**src/rtl/pacman_audio_pkg.sv**
```systemverilog
// Shared widths, stop code and sequencer state encoding for the wakka player.
package pacman_audio_pkg;

    localparam int ADDR_W = 9;
    localparam int DATA_W = 10;
    localparam logic [DATA_W-1:0] STOP_CODE = 10'd1023;

    typedef enum logic [1:0] {
        IDLE,
        FETCH,
        LOAD,
        COUNT
    } state_e;

endpackage

```
**src/rtl/pacman_wakka_player_if.sv**
```systemverilog
// Control, ROM and audio signals between game logic / ROM (master) and the player (slave).
interface pacman_wakka_player_if;
    import pacman_audio_pkg::*;

    logic              start;
    logic              loop;
    logic              abort;
    logic [ADDR_W-1:0] rom_addr;
    logic [DATA_W-1:0] rom_data;
    logic              audio_out;
    logic              busy;
    logic              done;

    modport master (
        output start, loop, abort, rom_data,
        input  rom_addr, audio_out, busy, done
    );

    modport slave (
        input  start, loop, abort, rom_data,
        output rom_addr, audio_out, busy, done
    );

endinterface

```
**src/rtl/audio_tick_prescaler.sv**
```systemverilog
// Duration-tick generator: counts 0..TICK_DIV-1 while enabled, tick on the last count.
module audio_tick_prescaler #(
    parameter int TICK_DIV = 1250
) (
    input  logic clk,
    input  logic reset,
    input  logic clear,
    input  logic en,
    output logic tick
);

    localparam logic [15:0] LAST_CNT = 16'(TICK_DIV - 1);

    logic [15:0] cnt_q;
    logic [15:0] cnt_d;

    always_comb begin
        cnt_d = cnt_q;
        if (clear) begin
            cnt_d = '0;
        end else if (en) begin
            cnt_d = (cnt_q == LAST_CNT) ? '0 : cnt_q + 16'd1;
        end
    end

    always_ff @(posedge clk) begin
        if (reset) begin
            cnt_q <= '0;
        end else begin
            cnt_q <= cnt_d;
        end
    end

    assign tick = en && (cnt_q == LAST_CNT);

endmodule

```
**src/rtl/pacman_wakka_player.sv**
```systemverilog
// Wakka sound-effect sequencer: walks the sample ROM and turns each entry
// into one half-period of a square wave on audio_out.
module pacman_wakka_player
    import pacman_audio_pkg::*;
#(
    parameter int TICK_DIV   = 1250,
    parameter int START_ADDR = 1,
    parameter int LAST_ADDR  = 415,
    parameter int STOP_CODE  = 1023
) (
    input  logic                 clk,
    input  logic                 reset,
    pacman_wakka_player_if.slave bus
);

    localparam logic [ADDR_W-1:0] START_A = ADDR_W'(START_ADDR);
    localparam logic [ADDR_W-1:0] LAST_A  = ADDR_W'(LAST_ADDR);
    localparam logic [DATA_W-1:0] STOP_V  = DATA_W'(STOP_CODE);

    state_e            state_q, state_d;
    logic [ADDR_W-1:0] rom_addr_q, rom_addr_d;
    logic [DATA_W-1:0] half_cnt_q, half_cnt_d;
    logic              audio_q, audio_d;
    logic              busy_q, busy_d;
    logic              done_q, done_d;
    logic              pre_clear;
    logic              pre_en;
    logic              tick;
    logic              end_seq;

    audio_tick_prescaler #(
        .TICK_DIV (TICK_DIV)
    ) u_prescaler (
        .clk   (clk),
        .reset (reset),
        .clear (pre_clear),
        .en    (pre_en),
        .tick  (tick)
    );

    assign pre_en = (state_q == COUNT);

    always_comb begin
        state_d    = state_q;
        rom_addr_d = rom_addr_q;
        half_cnt_d = half_cnt_q;
        audio_d    = audio_q;
        busy_d     = busy_q;
        done_d     = 1'b0;
        pre_clear  = 1'b0;
        end_seq    = 1'b0;

        unique case (state_q)
            IDLE: begin
                if (bus.start) begin
                    state_d    = FETCH;
                    rom_addr_d = START_A;
                    audio_d    = 1'b1;
                    busy_d     = 1'b1;
                end
            end
            FETCH: begin
                state_d = LOAD;
            end
            LOAD: begin
                if ((bus.rom_data == STOP_V) || (bus.rom_data == '0)) begin
                    end_seq = 1'b1;
                end else begin
                    half_cnt_d = bus.rom_data;
                    pre_clear  = 1'b1;
                    state_d    = COUNT;
                end
            end
            COUNT: begin
                if (tick) begin
                    half_cnt_d = half_cnt_q - 1'b1;
                    if (half_cnt_q == DATA_W'(1)) begin
                        audio_d = ~audio_q;
                        if (rom_addr_q == LAST_A) begin
                            end_seq = 1'b1;
                        end else begin
                            rom_addr_d = rom_addr_q + 1'b1;
                            state_d    = FETCH;
                        end
                    end
                end
            end
            default: begin
                state_d = IDLE;
            end
        endcase

        // loop is only looked at here, when the sound has run out
        if (end_seq) begin
            if (bus.loop) begin
                state_d    = FETCH;
                rom_addr_d = START_A;
                audio_d    = 1'b1;
            end else begin
                state_d = IDLE;
                audio_d = 1'b0;
                busy_d  = 1'b0;
                done_d  = 1'b1;
            end
        end

        if (bus.abort) begin
            state_d = IDLE;
            audio_d = 1'b0;
            busy_d  = 1'b0;
            done_d  = 1'b0;
        end
    end

    always_ff @(posedge clk) begin
        if (reset) begin
            state_q    <= IDLE;
            rom_addr_q <= START_A;
            half_cnt_q <= '0;
            audio_q    <= 1'b0;
            busy_q     <= 1'b0;
            done_q     <= 1'b0;
        end else begin
            state_q    <= state_d;
            rom_addr_q <= rom_addr_d;
            half_cnt_q <= half_cnt_d;
            audio_q    <= audio_d;
            busy_q     <= busy_d;
            done_q     <= done_d;
        end
    end

    assign bus.rom_addr  = rom_addr_q;
    assign bus.audio_out = audio_q;
    assign bus.busy      = busy_q;
    assign bus.done      = done_q;

endmodule
```
**src/flat_wrapper.sv**
```systemverilog
// flat-port wrapper written by rule: the top's interface ports become plain ports
module pacman_wakka_player_flat import pacman_audio_pkg::*;
#(
    parameter int TICK_DIV   = 1250,
    parameter int START_ADDR = 1,
    parameter int LAST_ADDR  = 415,
    parameter int STOP_CODE  = 1023
)
  (clk, reset, bus_start, bus_loop, bus_abort, bus_rom_data, bus_rom_addr, bus_audio_out, bus_busy, bus_done);
  pacman_wakka_player_if bus_i ();
  input  logic clk;
  input  logic reset;
  input wire logic [$bits(bus_i.start)-1:0] bus_start;
  input wire logic [$bits(bus_i.loop)-1:0] bus_loop;
  input wire logic [$bits(bus_i.abort)-1:0] bus_abort;
  input wire logic [$bits(bus_i.rom_data)-1:0] bus_rom_data;
  output wire logic [$bits(bus_i.rom_addr)-1:0] bus_rom_addr;
  output wire logic [$bits(bus_i.audio_out)-1:0] bus_audio_out;
  output wire logic [$bits(bus_i.busy)-1:0] bus_busy;
  output wire logic [$bits(bus_i.done)-1:0] bus_done;
  assign bus_i.start = bus_start;
  assign bus_i.loop = bus_loop;
  assign bus_i.abort = bus_abort;
  assign bus_i.rom_data = bus_rom_data;
  assign bus_rom_addr = bus_i.rom_addr;
  assign bus_audio_out = bus_i.audio_out;
  assign bus_busy = bus_i.busy;
  assign bus_done = bus_i.done;
  pacman_wakka_player #(.TICK_DIV(TICK_DIV), .START_ADDR(START_ADDR), .LAST_ADDR(LAST_ADDR), .STOP_CODE(STOP_CODE)) u_core (.clk(clk), .reset(reset), .bus(bus_i));
endmodule
```
**config.mk**
```make
export PLATFORM = sky130hd
export DESIGN_NAME = pacman_wakka_player_flat
export DESIGN_NICKNAME = d
export VERILOG_FILES = /design/src/rtl/pacman_audio_pkg.sv /design/src/rtl/pacman_wakka_player_if.sv /design/src/rtl/audio_tick_prescaler.sv /design/src/rtl/pacman_wakka_player.sv /design/src/flat_wrapper.sv
export SDC_FILE = /design/constraint.sdc
export NUM_CORES = 1
export LEC_CHECK = 0
export CORE_MARGIN = 8
export CORE_UTILIZATION = 60
export CTS_CLUSTER_SIZE = 16
export DETAILED_ROUTE_END_ITERATION = 7
export GPL_ROUTABILITY_DRIVEN = 0
export PLACE_DENSITY = 0.94
export SLEW_MARGIN = 20
export SYNTH_ARGS = -nofsm -noshare
export SYNTH_HDL_FRONTEND = slang
export SYNTH_SLANG_ARGS = --single-unit
```
**constraint.sdc**
```tcl
create_clock -name clk -period 6.4 [get_ports clk]
set_input_delay 1.92 -clock clk [delete_from_list [all_inputs] [get_ports clk]]
set_output_delay 1.92 -clock clk [all_outputs]
set_load 0.005 [all_outputs]
```
==> results.md, run 1 <==
- Largest net degree at the start of global routing: 24
- Worst Tran Pin Value: ~0.88 ns
- Inst Count DP: 360
- NumNets Final: between 300 and 400
- Post-DR vias/cell: roughly 6.5
- Die H: just under 80 um
- Leakage: 0.939 nW
- Peak supply drop: 0.141 mV
- Worst R2R End: u_core.bus.audio_out$_SDFFE_PP0P_
- Worst setup path endpoint: u_core.state_q[0]$_SDFFE_PP0P_
- Initial Util: around 61%
- Ys async rst share: 0%
- Filler Cell Count: 318
- Sequential fraction of the synthesis area: between 30% and 40%
- Post-synth cell types: 50
- First-pass GRT wire length: 9630 um
- Max Slew Vio Count: 0
- Post_cts resized: 0
- Final WL: 5750 um
- CTS H-Tree Depth: 2
- DR vias: between 2,000 and 2,500
- Final hold viol count: 0
- Syn Area/Cell: around 8 um^2
- Minimum clock period: approximately 4.3 ns
- Total CTS buffers: 5
- Max Used Layer: met4
- Total power: 0.477 mW
- Power Density: around 170 mW/mm^2
- Post-layout util: a little over two thirds
- Post-CTS Setup Bufs: 0
- Origin of the critical flop-to-flop path: u_core.state_q[0]$_SDFFE_PP0P_
- Drc violations: 0
- Reg2Reg Depth: 6
- Unrepaired setup endpoints after global routing: no
- DIE AREA: roughly 0.0062 mm^2
- 1st-iter DRT viols: 321
- Synthesis warning total: 0
- Final Cycle Share: around 67%
- Met2 wire length: around 2800 um
- Layout cells sized above 1: 7.55%
- Clk sink count: 40
- Fmax: 0.232 GHz
- Critical Path Start: bus_rom_data[5]
- Worst slew margin: a little over 40%
- CP required: 6.60 ns
- Number of placement rows: 23
- Max-Cap Viols: 0
- Crit path max fanout: 14
- WP data arrival: 4.50 ns
- Root buf cell: clkbuf_8
- Total track usage: a little under a fifth
- Die X: approximately 79 um
- Met3 wire len: between 300 and 400 um
- Critical path class: in2reg
- Reg2reg setup slack: ~3.2 ns
- Seq cells post-synth: 40
- Post-Layout Cell Count: between 300 and 400
- Clk slew on worst S/H paths: about 0.07 ns
- Antenna Violating Nets Remaining: 0
- Syn Inst Count: ~300
- First-pass DRT Iterations: 5
- Crit. End Element: flip-flop
- Clock Tree Buf Depth: 2
- CTS tree: done
- Number of global-route vias before repair: between 2,000 and 2,500
- Final-report setup violation count: 0
- Cts hold-fix bufs: 0
- Total gr overflow: 0
- Clock Skew: 0.00806 ns
- EDFF count, synth: 0
- Primary FF master, synth: dfxtp_1
- # diodes: 0
- Area Overhead vs Synth: 15.3%
- Num ports: 27
- Initial antenna violation count: 0
- PortBufs: 26
- Mapped Area: around 0.0024 mm^2
- Status: completed
- Min-Delay Path Class: reg2reg
- Per-cell routed wire length: 15.6 um
- TNS Setup: 0 ns
- Clock latency on the worst-skew pair: 0.29 ns
- Core area: roughly 0.0039 mm^2
- Startpoint types: primary input
- Dpl hpwl: about 4100 um
- Mapped Nets: 320
- M1 wire length: 2420 um
==> cells in the mapped netlist (6+ instances only) <==
master,instances,share of area (%)
a21oi_1,15,3.2
a22oi_1,7,2.2
a31oi_1,7,1.8
clkbuf_1,9,1.4
dfxtp_1,40,34
ha_1,9,4.7
inv_1,10,1.6
nand2_1,31,4.9
nand3_1,17,3.6
nand4_1,7,1.8
nor2_1,38,6.0
nor3_1,8,1.7
o21ai_0,13,2.7
or3_1,6,1.6
xor2_1,11,4.1
==> logic make-up (layout without fill, tap and decap cells) <==
group	after synthesis	after routing	synth area share, %
AO/OA/AOI/OAI	64	64	17.3
adder cells (fa/ha/maj)	9	9	4.74
flip-flops	40	40	33.7
buffers and inverters	22	44	3.64
multiplexers	5	5	2.27
AND/OR/NAND/NOR	142	142	33.2
XOR/XNOR	14	14	5.16
==> final cells by class <==
cell class / instances / area, um^2 / area share (%)
Inverter: 10 / 37.5 / 1.37
Multi-Input combinational cell: 234 / 1490 / 54.3
Tap cell: 50 / 62.6 / 2.28
Sequential cell: 40 / 801 / 29.2
Timing Repair Buffer: 26 / 260 / 9.50
Clock buffer: 8 / 90.1 / 3.29
==> how the worst min path moves through the flow <==
stage | start | to | slack, ns | cells past startpoint
floorplan | u_core.half_cnt_q[9]$_SDFFE_PP0P_ | u_core.half_cnt_q[9]$_SDFFE_PP0P_ | 0.46 | 2
global placement | u_core.half_cnt_q[9]$_SDFFE_PP0P_ | u_core.half_cnt_q[9]$_SDFFE_PP0P_ | 0.48 | 2
detailed placement | u_core.half_cnt_q[9]$_SDFFE_PP0P_ | u_core.half_cnt_q[9]$_SDFFE_PP0P_ | 0.50 | 2
CTS | u_core.half_cnt_q[9]$_SDFFE_PP0P_ | u_core.half_cnt_q[9]$_SDFFE_PP0P_ | 0.51 | 2
global route | u_core.bus.audio_out$_SDFFE_PP0P_ | u_core.bus.audio_out$_SDFFE_PP0P_ | 0.53 | 2
finish | u_core.state_q[0]$_SDFFE_PP0P_ | u_core.state_q[0]$_SDFFE_PP0P_ | 0.51 | 2
==> per-layer routing <==
layer / vias up / track usage, %
met4: 0 / 9.44
met5: - / 0
met1: 1109 / 23.1
li1: 1123 / -
met3: 26 / 4.18
met2: 116 / 29.5
==> sequential cells by signal (all words and copies together), names as in the netlist <==
register	count
u_core.u_prescaler.cnt_q	16
u_core.half_cnt_q	10
u_core.bus.rom_addr	9
u_core.state_q	2
u_core.bus.audio_out	1
u_core.bus.busy	1
u_core.bus.done	1
==> per-stage QoR <==
stage / area (um^2) / hold WS, ns / setup WS [ns]
5_1_grt: 2740 / 0.528 / 1.89
4_1_cts: 2740 / 0.511 / 2.13
6_report: 2740 / 0.513 / 2.09
2_1_floorplan: 2370 / 0.464 / 2.64
3_5_place_dp: 2650 / 0.499 / 1.81
3_3_place_gp: 2650 / 0.478 / 1.99
==> critical path, cell delays in order <==
cell and delay (ns):
clkdlybuf4s50_1 0.45, or4_1 0.53, nor4_2 0.34, o21ai_1 0.35
a21boi_0 0.29, a311o_2 0.40, a211oi_1 0.22
==> layout by cell type, fill, tap and decap left out, types with 3 or more instances in the layout <==
| master | synthesis | layout |
|---|---|---|
| clkbuf_8 | 0 | 6 |
| or4_1 | 3 | 3 |
| o22ai_1 | 4 | 4 |
| ha_1 | 9 | 9 |
| or3_1 | 6 | 6 |
| clkdlybuf4s50_1 | 0 | 26 |
| xor2_1 | 11 | 11 |
| nand4_1 | 7 | 7 |
| or2_2 | 3 | 3 |
| xnor2_1 | 3 | 3 |
| nand3_1 | 17 | 17 |
| o21ai_0 | 13 | 13 |
| and2_1 | 3 | 3 |
| a31oi_1 | 7 | 7 |
| nor3_1 | 8 | 8 |
| a211oi_1 | 4 | 4 |
| nor4_1 | 4 | 4 |
| nor2_1 | 38 | 38 |
| dfxtp_1 | 40 | 40 |
| inv_1 | 10 | 10 |
| nand2_1 | 31 | 31 |
| a22oi_1 | 7 | 7 |
| and3_1 | 3 | 3 |
| mux2_2 | 3 | 3 |
| a21oi_1 | 15 | 15 |
| nor2b_1 | 3 | 3 |
==> power by group <==
part / total [mW] / switching, mW / leakage [nW] / internal, mW
sequential: 0.254 / 0.00288 / 0.323 / 0.251
clock: 0.176 / 0.0877 / 0.0455 / 0.0881
combinational: 0.0469 / 0.0258 / 0.571 / 0.0211
total: 0.477 / 0.116 / 0.939 / 0.360
Note: power is estimated with default switching activity, not from simulation.
==> inputs of run 2 (changes only) <==
- CORE_UTILIZATION: 60 -> 51
- PLACE_DENSITY: 0.94 -> 0.86
- clock period: 6.4 -> 3.7 ns (I/O delays scaled with it)
==> results.md, run 2 (same netlist as run 1, synthesis figures left out) <==
- Power Density: 290 mW/mm^2 (was 174 mW/mm^2)
- # diodes: 0 (unchanged)
- Critical Path Start: bus_rom_data[5] (unchanged)
- Clock Skew: 0.00850 ns (was 0.00806 ns)
- Startpoint types: primary input (unchanged)
- DR vias: 2,238 (was 2,374)
- Number of global-route vias before repair: 2,184 (was 2,112)
- Largest net degree at the start of global routing: 23 (was 24)
- Origin of the critical flop-to-flop path: u_core.bus.rom_addr[0]$_SDFF_PP1_ (was u_core.state_q[0]$_SDFFE_PP0P_)
- Post-Layout Cell Count: 374 (was 368)
- Leakage: 0.949 nW (was 0.939 nW)
- Total CTS buffers: 5 (unchanged)
- Critical path class: in2reg (unchanged)
- Final Cycle Share: roughly 88%
- Clock power frac: 35.0% (was 36.9%)
- Part of the power in registers: 55.1% (was 53.3%)
- Num ports: 27 (unchanged)
- Peak supply drop: 0.160 mV (was 0.141 mV)
- 1st-iter DRT viols: 156 (was 321)
- Clock Tree Buf Depth: 2 (unchanged)
- Post-DR vias/cell: 5.98 (was 6.45)
- CTS H-Tree Depth: 2 (unchanged)
- Layout cells sized above 1: 8.44% (was 7.55%)
- Fin area: 0.00275 mm^2 (was 0.00274 mm^2)
- Max-Cap Viols: 0 (unchanged)
- Final-report setup violation count: 0 (unchanged)
- Most frequent cells in the layout: dfxtp_1, nor2_1, nand2_1 (unchanged)
- Per-cell routed wire length: 14.4 um (was 15.6 um)
- CTS tree: done (unchanged)
- Sw Pwr: 0.199 mW (was 0.116 mW)
- Total power: 0.799 mW (was 0.477 mW)
- Most flop-heavy register: u_core.u_prescaler.cnt_q (unchanged)
- PortBufs: 26 (unchanged)
- Crit path max fanout: 7 (was 14)
- Number of placement rows: 25 (was 23)
- Post_cts resized: 0 (unchanged)
- Total gr overflow: 0 (unchanged)
- Min-Delay Path Class: reg2reg (unchanged)
- Worst setup path endpoint: u_core.state_q[0]$_SDFFE_PP0P_ (unchanged)
- Clock latency on the worst-skew pair: 0.29 ns (about the same)
- Die H: 84.2 um (was 78.9 um)
- Met3 track demand over resource: 4.45% (was 4.18%)
- Met1 Use GR: 19.6% (was 23.1%)
- Initial antenna violation count: 0 (unchanged)
- Cts hold-fix bufs: 0 (unchanged)
- NumNets Final: 344 (was 341)
- Post-CTS Setup Bufs: 0 (unchanged)
- Initial Util: 51.6% (was 60.7%)
- Comb pwr share: 10.0% (was 9.8%)
- Crit. End Element: flip-flop (unchanged)
- Worst R2R End: u_core.bus.audio_out$_SDFFE_PP0P_ (unchanged)
- Area Overhead vs Synth: 16.0% (was 15.3%)
- Worst Tran Pin Value: 0.879 ns (was 0.882 ns)
- Inst Count DP: 367 (was 360)
- Drc violations: 0 (unchanged)
- Sw Share: 24.9% (was 24.4%)
- Worst slew margin: 40.9% (was 41.2%)
- DIE AREA: 0.00710 mm^2 (was 0.00623 mm^2)
- Max reg flops: 16 (unchanged)
- Root buf cell: clkbuf_8 (unchanged)
- First-pass DRT Iterations: 4 (was 5)
- Final hold viol count: 0 (unchanged)
- Reg2Reg Depth: 7 (was 6)
- Clk sink count: 40 (unchanged)
- Met2 usage: 24.3% (was 29.5%)
- Reg2reg setup slack: 0.99 ns (was 3.19 ns)
- Top Usage Layer GRT: met2 (unchanged)
- Unrepaired setup endpoints after global routing: no (unchanged)
- Die X: 84.2 um (was 78.9 um)
- Total track usage: 15.7% (was 18.6%)
- Most common cell after layout, fill and taps aside: dfxtp_1 (unchanged)
- Max Slew Vio Count: 0 (unchanged)
- Internal: 0.600 mW (was 0.360 mW)
- WP data arrival: 3.47 ns (was 4.50 ns)
- Fmax: 0.307 GHz
- Filler Cell Count: 386 (was 318)
- Antenna Violating Nets Remaining: 0 (unchanged)
- Clk slew on worst S/H paths: 0.08 ns (was 0.07 ns)
- First-pass GRT wire length: 9580 um (was 9630 um)
- Final WL: 5390 um (was 5750 um)
- Dpl hpwl: 4000 um (was 4130 um)
- Cell Area, Placed: 0.00268 mm^2 (was 0.00265 mm^2)
- Minimum clock period: 3.26 ns
- CP required: 3.91 ns (was 6.60 ns)
- TNS Setup: 0 ns (unchanged)
- Status: completed (unchanged)
- Core area: 0.00460 mm^2 (was 0.00391 mm^2)
==> run 2: changes by cell type in the layout (fill, tap and decap cells not counted) <==
| cell | delta |
|---|---|
| clkinv_2 | +1 |
| clkbuf_8 | -1 |
| clkbuf_1 | -1 |
| buf_4 | +3 |
==> run 2: worst min path at each step <==
stage                                                  start                                        to  slack, ns  depth (start not counted)
detailed placement  u_core.u_prescaler.cnt_q[1]$_SDFFE_PP0N_  u_core.u_prescaler.cnt_q[1]$_SDFFE_PP0N_       0.49                          2
floorplan                  u_core.half_cnt_q[9]$_SDFFE_PP0P_         u_core.half_cnt_q[9]$_SDFFE_PP0P_       0.46                          2
CTS                 u_core.u_prescaler.cnt_q[1]$_SDFFE_PP0N_  u_core.u_prescaler.cnt_q[1]$_SDFFE_PP0N_       0.50                          2
global placement    u_core.u_prescaler.cnt_q[1]$_SDFFE_PP0N_  u_core.u_prescaler.cnt_q[1]$_SDFFE_PP0N_       0.48                          2
finish              u_core.u_prescaler.cnt_q[1]$_SDFFE_PP0N_  u_core.u_prescaler.cnt_q[1]$_SDFFE_PP0N_       0.50                          2
global route               u_core.bus.audio_out$_SDFFE_PP0P_         u_core.bus.audio_out$_SDFFE_PP0P_       0.53                          2
==> run 2: worst max-delay path, cell delays in order <==
cell             delay, ns
clkdlybuf4s50_1       0.45
or4_1                 0.54
nor4_2                0.32
o21ai_1               0.21
a21boi_0              0.21
a311o_2               0.38
a211oi_1              0.24
==> run 2: metal layers <==
metal  share of wire, %  routed length, um
met1                 45               2420
met2                 47               2520
met3                6.1                329
met4                2.2                118
met5                  0                  0
==> run 2: area by class of cell <==
type / instances / area [um^2] / share of cell area, %
Multi-Input combinational cell: 234 / 1490 / 54.0
Inverter: 10 / 37.5 / 1.36
Clock buffer: 6 / 72.6 / 2.64
Tap cell: 54 / 67.6 / 2.45
Sequential cell: 40 / 801 / 29.1
Timing Repair Buffer: 29 / 283 / 10.3
Clock inverter: 1 / 5.00 / 0.182
==> run 2: power groups by stage <==
stage                     clock, mW  combinational (mW)  sequential [mW]
after floorplan                   0              0.0455            0.448
after global placement            0              0.0775            0.449
after detailed placement          0              0.0790            0.450
after CTS                     0.283              0.0792            0.439
after global routing          0.302              0.0891            0.440
final                         0.279              0.0797            0.440
==> run 2: metrics by stage <==
step / utilization (%) / hold WS (ns) / setup slack, ns
2_1_floorplan: - / 0.464 / 0.748
3_3_place_gp: 58.2 / 0.485 / 0.227
3_5_place_dp: 58.2 / 0.493 / 0.140
4_1_cts: 59.9 / 0.501 / 0.450
5_1_grt: 59.9 / 0.527 / 0.283
6_report: 59.9 / 0.499 / 0.438
==> inputs of run 3 (changes only) <==
- CORE_ASPECT_RATIO: not set -> 0.8
==> results.md, run 3 (same netlist as run 1, synthesis figures left out) <==
- Post-layout util: 60.8% (was 59.9%)
- Final hold viol count: 0 (unchanged)
- 1st-iter DRT viols: 121 (was 156)
- WP data arrival: 3.43 ns (was 3.47 ns)
- Largest net degree at the start of global routing: 23 (unchanged)
- CP required: 3.92 ns (was 3.91 ns)
- Drc violations: 0 (unchanged)
- Worst Slack Setup Final: 0.488 ns (was 0.438 ns)
- Max reg flops: 16 (unchanged)
- DR vias: 2,258 (was 2,238)
- Peak supply drop: 0.196 mV (was 0.160 mV)
- CP Buf/Inv Count: 1 (unchanged)
- # diodes: 0 (unchanged)
- Initial Util: 52.3% (was 51.6%)
- Antenna Violating Nets Remaining: 0 (unchanged)
- Post_cts resized: 0 (unchanged)
- Worst path cell trace: clkdlybuf4s50_1 > or4_1 > nor4_2 > o21ai_1 > a21boi_0 > a311o_2 > a211oi_1 (unchanged)
- Root buf cell: clkbuf_8 (unchanged)
- Critical path class: in2reg (unchanged)
- TNS Setup: 0 ns (unchanged)
- Die H: 77.0 um (was 84.2 um)
- Final-report setup violation count: 0 (unchanged)
- Clock latency on the worst-skew pair: 0.30 ns (was 0.29 ns)
- Initial antenna violation count: 0 (unchanged)
- Worst slew margin: 47.7% (was 40.9%)
- Pre-CTS setup slack: 0.171 ns (was 0.140 ns)
- Crit path max fanout: 7 (unchanged)
- Fmax: 0.311 GHz (was 0.307 GHz)
- Cts hold-fix bufs: 0 (unchanged)
- First-pass DRT Iterations: 4 (unchanged)
- NumNets Final: 344 (unchanged)
- Status: completed (unchanged)
- Total CTS buffers: 5 (unchanged)
- Crit. End Element: flip-flop (unchanged)
- CTS H-Tree Depth: 2 (unchanged)
- Area Overhead vs Synth: 16.3% (was 16.0%)
- Number of placement rows: 22 (was 25)
- Most frequent cells in the layout: dfxtp_1, nor2_1, nand2_1 (unchanged)
- Total gr overflow: 0 (unchanged)
- Most common cell after layout, fill and taps aside: dfxtp_1 (unchanged)
- Max Slew Vio Count: 0 (unchanged)
- Post-DR vias/cell: 5.94 (was 5.98)
- Leakage: 0.949 nW (unchanged)
- Final Cycle Share: 86.8% (was 88.2%)
- Final WL: 5520 um (was 5390 um)
- Clk sink count: 40 (unchanged)
- Core area: 0.00454 mm^2 (was 0.00460 mm^2)
- First-pass GRT wire length: 9660 um (was 9580 um)
- Die X: 92.3 um (was 84.2 um)
- Filler Cell Count: 400 (was 386)
- Slowest cell on the critical path: or4_1 (unchanged)
- Per-cell routed wire length: 14.5 um (was 14.4 um)
- Minimum clock period: 3.21 ns (was 3.26 ns)
- Unrepaired setup endpoints after global routing: no (unchanged)
- CP top delay family: compound AO/OA/AOI/OAI gates (unchanged)
- Largest stage delay, worst path: 0.53 ns (was 0.54 ns)
- Post-CTS Setup Bufs: 0 (unchanged)
- Startpoint types: primary input (unchanged)
- Clk slew on worst S/H paths: 0.08 ns (about the same)
- DIE AREA: 0.00711 mm^2 (was 0.00710 mm^2)
- Power Density: 289 mW/mm^2 (was 290 mW/mm^2)
- Total track usage: 16.2% (was 15.7%)
- Worst Tran Pin Value: 0.777 ns (was 0.879 ns)
- PortBufs: 26 (unchanged)
- Max-Cap Viols: 0 (unchanged)
- Layout cells sized above 1: 8.44% (unchanged)
- Clock Tree Buf Depth: 2 (unchanged)
- Dpl hpwl: 4090 um (was 4000 um)
- Number of global-route vias before repair: 2,110 (was 2,184)
- Total power: 0.797 mW (was 0.799 mW)
- Min-Delay Path Class: reg2reg (unchanged)
- Clock Skew: 0.00967 ns (was 0.00850 ns)
- Most flop-heavy register: u_core.u_prescaler.cnt_q (unchanged)
- Num ports: 27 (unchanged)
- CTS tree: done (unchanged)
-- run 3: per-stage QoR --
step | area, um^2 | cells | hold slack (ns)
floorplan | 2370 | 296 | 0.464
CTS | 2760 | 380 | 0.514
global route | 2760 | 380 | 0.538
detailed placement | 2680 | 373 | 0.492
finish | 2760 | 380 | 0.510
global placement | 2680 | 373 | 0.482
-- run 3: power breakdown --
group | leakage [nW] | switching, mW | internal [mW]
logic | 0.585 | 0.0433 | 0.0372
clock network | 0.0410 | 0.149 | 0.128
registers | 0.323 | 0.00509 | 0.434
total | 0.949 | 0.197 | 0.600
-- run 3: tightest hold or removal path: cells and delay by family, from the launching register on --
family | cells | cell delay (ns)
flip-flops | 1 | 0.34
AND/OR/NAND/NOR | 1 | 0.07
AO/OA/AOI/OAI | 1 | 0.06
-- run 3: routing by layer --
layer / wire length (um) / up-vias / GRT usage [%]
met5: 0 / - / 0
met4: 84 / 0 / 6.58
met3: 457 / 12 / 4.09
met2: 2380 / 80 / 24.0
met1: 2590 / 1045 / 21.7
li1: - / 1121 / -
-- run 3: layout make-up --
class                           count  area [um^2]  area share [%]
Multi-Input combinational cell    234         1490            53.9
Sequential cell                    40          801            29.0
Clock buffer                        6         72.6            2.63
Timing Repair Buffer               29          283            10.2
Tap cell                           60         75.1            2.72
Inverter                           10         37.5            1.36
Clock inverter                      1         5.00           0.181
-- run 3: path summary, 6_finish.rpt --
path / cells after the start / to / startpoint / slack, ns
worst max-delay path: 7 / u_core.state_q[0]$_SDFFE_PP0P_ / bus_rom_data[5] / 0.49
worst min-delay path: 2 / u_core.state_q[0]$_SDFFE_PP0P_ / u_core.state_q[0]$_SDFFE_PP0P_ / 0.51
worst max register to register: 7 / u_core.bus.audio_out$_SDFFE_PP0P_ / u_core.bus.rom_addr[0]$_SDFF_PP1_ / 1.08
worst min register to register: 2 / u_core.state_q[0]$_SDFFE_PP0P_ / u_core.state_q[0]$_SDFFE_PP0P_ / 0.51
